<file path="config.mk">
export PLATFORM = sky130hd
export DESIGN_NAME = trade_mean_fsm
export DESIGN_NICKNAME = d
export VERILOG_FILES = /design/src/rtl/trade_mean_fsm.sv
export SDC_FILE = /design/constraint.sdc
export NUM_CORES = 1
export LEC_CHECK = 0
export BUFFER_PORTS_ARGS = -buffer_cell sky130_fd_sc_hd__buf_2
export CORE_MARGIN = 3
export CORE_UTILIZATION = 45
export CTS_CLUSTER_DIAMETER = 40
export DETAILED_ROUTE_END_ITERATION = 12
export PLACE_DENSITY = 0.76
export RECOVER_POWER = 50
export REMOVE_ABC_BUFFERS = 1
export SYNTH_ARGS = -nofsm -noshare
export SYNTH_HDL_FRONTEND = slang
export SYNTH_SLANG_ARGS = --single-unit
export TNS_END_PERCENT = 1
</file>
<file path="constraint.sdc">
create_clock -name clk -period 2.55 [get_ports clk]
set_clock_uncertainty 0.05 [all_clocks]
set_input_delay 0.51 -clock clk [delete_from_list [all_inputs] [get_ports clk]]
set_output_delay 0.51 -clock clk [all_outputs]
set_load 0.1 [all_outputs]
</file>
<file path="src/rtl/trade_mean_fsm.sv">
// trade_mean_fsm: two-stage mean-reversion trading signal generator.
// Stage 1 registers the band comparisons of each valid sample; stage 2 is a
// FLAT/LONG/SHORT/COOLDOWN position FSM with N-sample entry confirmation,
// reversion exit, hold timeout, flush and post-exit cooldown.
// Handshake: in_valid qualifies current_data/short_sma/long_sma for one cycle;
// there is no backpressure, every valid sample is consumed on the edge it is
// presented. Outputs are registered pulses, one cycle long.
module trade_mean_fsm #(
    parameter int WIDTH     = 8,
    parameter int THRESHOLD = 5,
    parameter int CONFIRM   = 2,
    parameter int HOLD_MAX  = 64,
    parameter int COOLDOWN  = 4
) (
    input  logic             clk,
    input  logic             rst,
    input  logic             in_valid,
    input  logic [WIDTH-1:0] current_data,
    input  logic [WIDTH-1:0] short_sma,
    input  logic [WIDTH-1:0] long_sma,
    input  logic             flush,
    output logic             buy_signal,
    output logic             sell_signal,
    output logic [1:0]       position,
    output logic             forced_exit,
    output logic [1:0]       dbg_state_o
);

    localparam logic [1:0] ST_FLAT  = 2'd0;
    localparam logic [1:0] ST_LONG  = 2'd1;
    localparam logic [1:0] ST_SHORT = 2'd2;
    localparam logic [1:0] ST_COOL  = 2'd3;

    localparam int CW  = $clog2(CONFIRM + 1);
    localparam int HW  = $clog2(HOLD_MAX + 1);
    localparam int CLW = $clog2(COOLDOWN + 1);

    localparam logic [CW-1:0]  CONF_C = CW'(CONFIRM);
    localparam logic [HW-1:0]  HOLD_C = HW'(HOLD_MAX - 1);
    localparam logic [CLW-1:0] COOL_C = CLW'(COOLDOWN - 1);

    // One extra bit of headroom so the sum and the upper band never wrap.
    localparam logic [WIDTH:0] THR_E = (WIDTH + 1)'(THRESHOLD);
    localparam logic [WIDTH:0] MAX_E = {1'b0, {WIDTH{1'b1}}};

    logic [WIDTH:0] cur_w, sum_w, mid_w, upper_raw_w, upper_w, lower_w;
    logic           trend_w, buy_w, sell_w, rev_long_w, rev_short_w;

    assign cur_w       = {1'b0, current_data};
    assign sum_w       = {1'b0, short_sma} + {1'b0, long_sma};
    assign mid_w       = sum_w >> 1;
    assign upper_raw_w = mid_w + THR_E;
    assign upper_w     = (upper_raw_w > MAX_E) ? MAX_E : upper_raw_w;
    assign lower_w     = (mid_w > THR_E) ? (mid_w - THR_E) : '0;
    assign trend_w     = short_sma > long_sma;
    assign buy_w       = trend_w && (cur_w < lower_w);
    assign sell_w      = !trend_w && (cur_w > upper_w);
    assign rev_long_w  = cur_w >= mid_w;
    assign rev_short_w = cur_w <= mid_w;

    logic s1_valid_q, s1_buy_q, s1_sell_q, s1_rev_long_q, s1_rev_short_q;

    // Stage 1: capture the sample's qualification flags; valid lasts one cycle.
    always_ff @(posedge clk or negedge rst) begin
        if (!rst) begin
            s1_valid_q     <= 1'b0;
            s1_buy_q       <= 1'b0;
            s1_sell_q      <= 1'b0;
            s1_rev_long_q  <= 1'b0;
            s1_rev_short_q <= 1'b0;
        end else begin
            s1_valid_q <= in_valid;
            if (in_valid) begin
                s1_buy_q       <= buy_w;
                s1_sell_q      <= sell_w;
                s1_rev_long_q  <= rev_long_w;
                s1_rev_short_q <= rev_short_w;
            end
        end
    end

    logic [1:0]     state_q, state_d;
    logic [CW-1:0]  buy_cnt_q, buy_cnt_d, sell_cnt_q, sell_cnt_d;
    logic [CW-1:0]  buy_nxt, sell_nxt;
    logic [HW-1:0]  hold_q, hold_d;
    logic [CLW-1:0] cool_q, cool_d;
    logic           buy_q, buy_d, sell_q, sell_d, forced_q, forced_d;
    logic           timeout, exit_rev;

    // Next-state logic: one closing pulse per exit regardless of how many
    // exit causes coincide; forced_exit flags flush/timeout among them.
    always_comb begin
        state_d    = state_q;
        buy_cnt_d  = buy_cnt_q;
        sell_cnt_d = sell_cnt_q;
        hold_d     = hold_q;
        cool_d     = cool_q;
        buy_d      = 1'b0;
        sell_d     = 1'b0;
        forced_d   = 1'b0;
        buy_nxt    = '0;
        sell_nxt   = '0;
        timeout    = (hold_q == HOLD_C);
        exit_rev   = 1'b0;
        case (state_q)
            ST_FLAT: begin
                if (flush) begin
                    buy_cnt_d  = '0;
                    sell_cnt_d = '0;
                end else if (s1_valid_q) begin
                    buy_nxt  = s1_buy_q ?
                               ((buy_cnt_q == CONF_C) ? CONF_C : buy_cnt_q + CW'(1)) : '0;
                    sell_nxt = s1_sell_q ?
                               ((sell_cnt_q == CONF_C) ? CONF_C : sell_cnt_q + CW'(1)) : '0;
                    if (buy_nxt == CONF_C) begin
                        buy_d      = 1'b1;
                        state_d    = ST_LONG;
                        buy_cnt_d  = '0;
                        sell_cnt_d = '0;
                        hold_d     = '0;
                    end else if (sell_nxt == CONF_C) begin
                        sell_d     = 1'b1;
                        state_d    = ST_SHORT;
                        buy_cnt_d  = '0;
                        sell_cnt_d = '0;
                        hold_d     = '0;
                    end else begin
                        buy_cnt_d  = buy_nxt;
                        sell_cnt_d = sell_nxt;
                    end
                end
            end
            ST_LONG, ST_SHORT: begin
                if (state_q == ST_LONG)
                    exit_rev = s1_valid_q && (s1_rev_long_q || s1_sell_q);
                else
                    exit_rev = s1_valid_q && (s1_rev_short_q || s1_buy_q);
                if (flush || timeout || exit_rev) begin
                    buy_d      = (state_q == ST_SHORT);
                    sell_d     = (state_q == ST_LONG);
                    forced_d   = flush || timeout;
                    state_d    = ST_COOL;
                    cool_d     = '0;
                    buy_cnt_d  = '0;
                    sell_cnt_d = '0;
                end else begin
                    hold_d = hold_q + HW'(1);
                end
            end
            default: begin
                if (cool_q == COOL_C) begin
                    state_d    = ST_FLAT;
                    buy_cnt_d  = '0;
                    sell_cnt_d = '0;
                end else begin
                    cool_d = cool_q + CLW'(1);
                end
            end
        endcase
    end

    // State, counters and registered output pulses.
    always_ff @(posedge clk or negedge rst) begin
        if (!rst) begin
            state_q    <= ST_FLAT;
            buy_cnt_q  <= '0;
            sell_cnt_q <= '0;
            hold_q     <= '0;
            cool_q     <= '0;
            buy_q      <= 1'b0;
            sell_q     <= 1'b0;
            forced_q   <= 1'b0;
        end else begin
            state_q    <= state_d;
            buy_cnt_q  <= buy_cnt_d;
            sell_cnt_q <= sell_cnt_d;
            hold_q     <= hold_d;
            cool_q     <= cool_d;
            buy_q      <= buy_d;
            sell_q     <= sell_d;
            forced_q   <= forced_d;
        end
    end

    // Position is a direct decode of the state; cooldown reports flat.
    always_comb begin
        case (state_q)
            ST_LONG:  position = 2'b01;
            ST_SHORT: position = 2'b10;
            default:  position = 2'b00;
        endcase
    end

    assign buy_signal  = buy_q;
    assign sell_signal = sell_q;
    assign forced_exit = forced_q;
    assign dbg_state_o = state_q;

endmodule

</file>
==> out/qor.yml <==
yosys.area.top_type: "ha_1"
power.density_mw_per_mm2: 785
hpwl_um: 5280
fp.dieW_um: 84.0
maxCapViolations: 0
clock_path_buffers: 2
vias: 2800
wl_um: 7240
syn_avg_cell_area_um2: 8.36
hp-class: "in2reg"
tightestPinTransition_ns: 1.29
critPathKind: "in2reg"
syn-cell-area_mm2: 0.00274
io-pin-count: 35
drcViolationCount: 0
fp.coreArea_mm2: 0.00571
required_ns: 2.69
first_pass_iters: 4
synth_ff_type: "dfrtp_1"
fp.dieArea_mm2: 0.00705
finalPower_uw: 2980
startpoint_type: "input port"
synth_compound_area_share_pct: 19.8
final_max_slew_viol_count: 0
clkLatencyLatePin_ns: 0.27
vias_per_cell: 5.65
period_needed_ns: 3.35
multi_input_area_mm2: 0.00222
slowest_stage: "or3_4"
area_growth_pct: 38.9
synth_top_family_by_area: "adder cells"
setup_tns_ns: -2.38
num_antenna_cells: 0
first_iter_violations: 157
synth_common_cells: "ha_1 (53), inv_1 (32), nor2_1 (32)"
overflow: 0
clock_tree.root_cell: "clkbuf_8"
yosysSeqAreaShare_pct: 22.0
gp_congestion: 0.884
postSynthCellCount: 327
yosysMostFrequentCell: "ha_1"
htree_levels: 1
synthAdderAreaFrac_pct: 25.0
grt_pass1_wl_um: 11800
drive_gt1_share_pct: 35.4
synth_area_leaders: "ha_1 (24%), dfrtp_1 (22%), inv_1 (4.4%)"
grt_max_degree: 25
fillers: 452
finalSetupViolCount: 4
numClockSinks: 24
slew_headroom_pct: 14.3
period_share_pct: 131
nNetsFinal: 507
synthMuxAreaShare_pct: 1.56
start_util_pct: 47.9
ctsHoldBuffers: 0
crit_path_end_kind: "flop"
clock.fmax_mhz: 299
fin_ws_ns: -0.796
synth-seq-cells: 24
cts_tree: "yes"
synth_enable_flop_cells: 0
ys_types: 58
hold_viol: 0
rows: 27
rsz0062_at_grt: "true"
peakVddDrop_mv: 0.982
clk_pin_slew_ns: 0.09
cts_buffers: 3
synth-simple-area-share_pct: 20.7
antenna_found_initial: 0
regArea_um2: 601
synth_xor_area_share_pct: 5.67
grt_pass1_vias: 2748
status: "finished, violations left"
async_flop_share_pct: 100
die_y_um: 84.0
critical-path-max-stage-delay_ns: 0.44
critPathMaxFanout: 4
whs_ns: 0.418
numPortBuffers: 34
p_leak_uw: 0.00187
yosysTopAreaCellShare_pct: 24.2
grt_usage_pct: 19.4
wl_per_cell_um: 14.6
violations: "setup timing"
worstPathArrival_ns: 3.49
yosysWarnings: 0
cp_cell_sequence: "buf_8, inv_4, ha_4, inv_4, a221oi_4, buf_4, nand2_2, a221o_1, or3_4, nand2_4, ha_4, a21o_1, a21o_1, a21oi_2, nand2_1, nand4_1, nand4_1, o221ai_1"
ant_nets: 0
layout by cell type (no fill, tap or decap), types with 4 or more instances in the layout:
master / instances
buf_4: 62
ha_1: 44
nor2_1: 31
buf_2: 29
inv_1: 27
nand2_1: 24
dfrtp_1: 24
a21oi_1: 18
nand4_1: 9
nor2b_1: 8
xor2_1: 8
o21ai_0: 8
ha_4: 7
o21ai_1: 6
nand3_1: 6
a21o_1: 6
xnor2_1: 5
nor3_1: 5
o21ai_2: 4
inv_2: 4
buf_6: 4
state kept, by name, indices dropped and copies added, names as in the netlist, 2 cells and up:
register,cells
hold_q,7
cool_q,3
buy_cnt_q,2
sell_cnt_q,2
dbg_state_o,2
critical path, delay by kind of cell:
family	cells	cell delay [ns]
and+or+nand+nor	6	0.85
AOI/OAI and AO/OA	6	1.30
buffers and inverters	4	0.33
adders and majority gates	2	0.49
per-stage QoR:
| stage | setup slack [ns] | cell area (um2) | utilization [%] | instances |
|---|---|---|---|---|
| after floorplan | -1.20 | 2710 | - | 322 |
| after global placement | -1.09 | 3390 | 59.3 | 483 |
| after detailed placement | -1.16 | 3390 | 59.3 | 483 |
| after CTS | -0.721 | 3600 | 63.1 | 491 |
| after global routing | -0.919 | 3800 | 66.6 | 496 |
| final | -0.796 | 3800 | 66.6 | 496 |
final cells by class:
type	instances	area share [%]
inverter	33	3.39
tap	72	2.37
sequential	24	15.8
clock inverter	1	0.790
clock buffer	3	1.09
timing repair buffer	98	18.1
multi-input combinational	265	58.4
cell families (layout without fill, tap and decap cells):
| logic type | count (synthesis) | count (layout) |
|---|---|---|
| and+or+nand+nor | 111 | 111 |
| AOI/OAI and AO/OA | 80 | 80 |
| adders and majority gates | 54 | 54 |
| buffers and inverters | 38 | 135 |
| DFF | 24 | 24 |
| xor gates and xnor gates | 16 | 16 |
| muxes | 4 | 4 |
metal layers:
layer	part of all wire [%]	track usage, %
met1	42	25.1
met2	51	33.7
met3	3.6	1.09
met4	2.8	7.60
met5	0	0
power breakdown:
group / internal, uW / total [uW] / switching [uW]
Combinational: 806 / 2070 / 1270
Clock: 210 / 339 / 129
Sequential: 484 / 573 / 88.8
Total: 1500 / 2980 / 1480
path summary, 6_finish.rpt:
kind	to	slack (ns)	cells past startpoint	from
worst max-delay path	s1_buy_q	-0.80	18	long_sma[5]
worst min-delay path	s1_valid_q	0.42	1	in_valid
worst max register to register	hold_q[4]	0.24	9	dbg_state_o[1]
worst min register to register	sell_cnt_q[1]	0.44	2	sell_cnt_q[1]
max in group asynchronous	hold_q[1]	1.25	1	rst
min in group asynchronous	cool_q[0]	0.45	1	rst
timing repair:
action	in CTS	in global routing
pin swaps	22	25
resized for setup	28	38
setup buffers	5	6
setup endpoints to repair	4	4
Note: power is estimated with default switching activity, not from simulation.
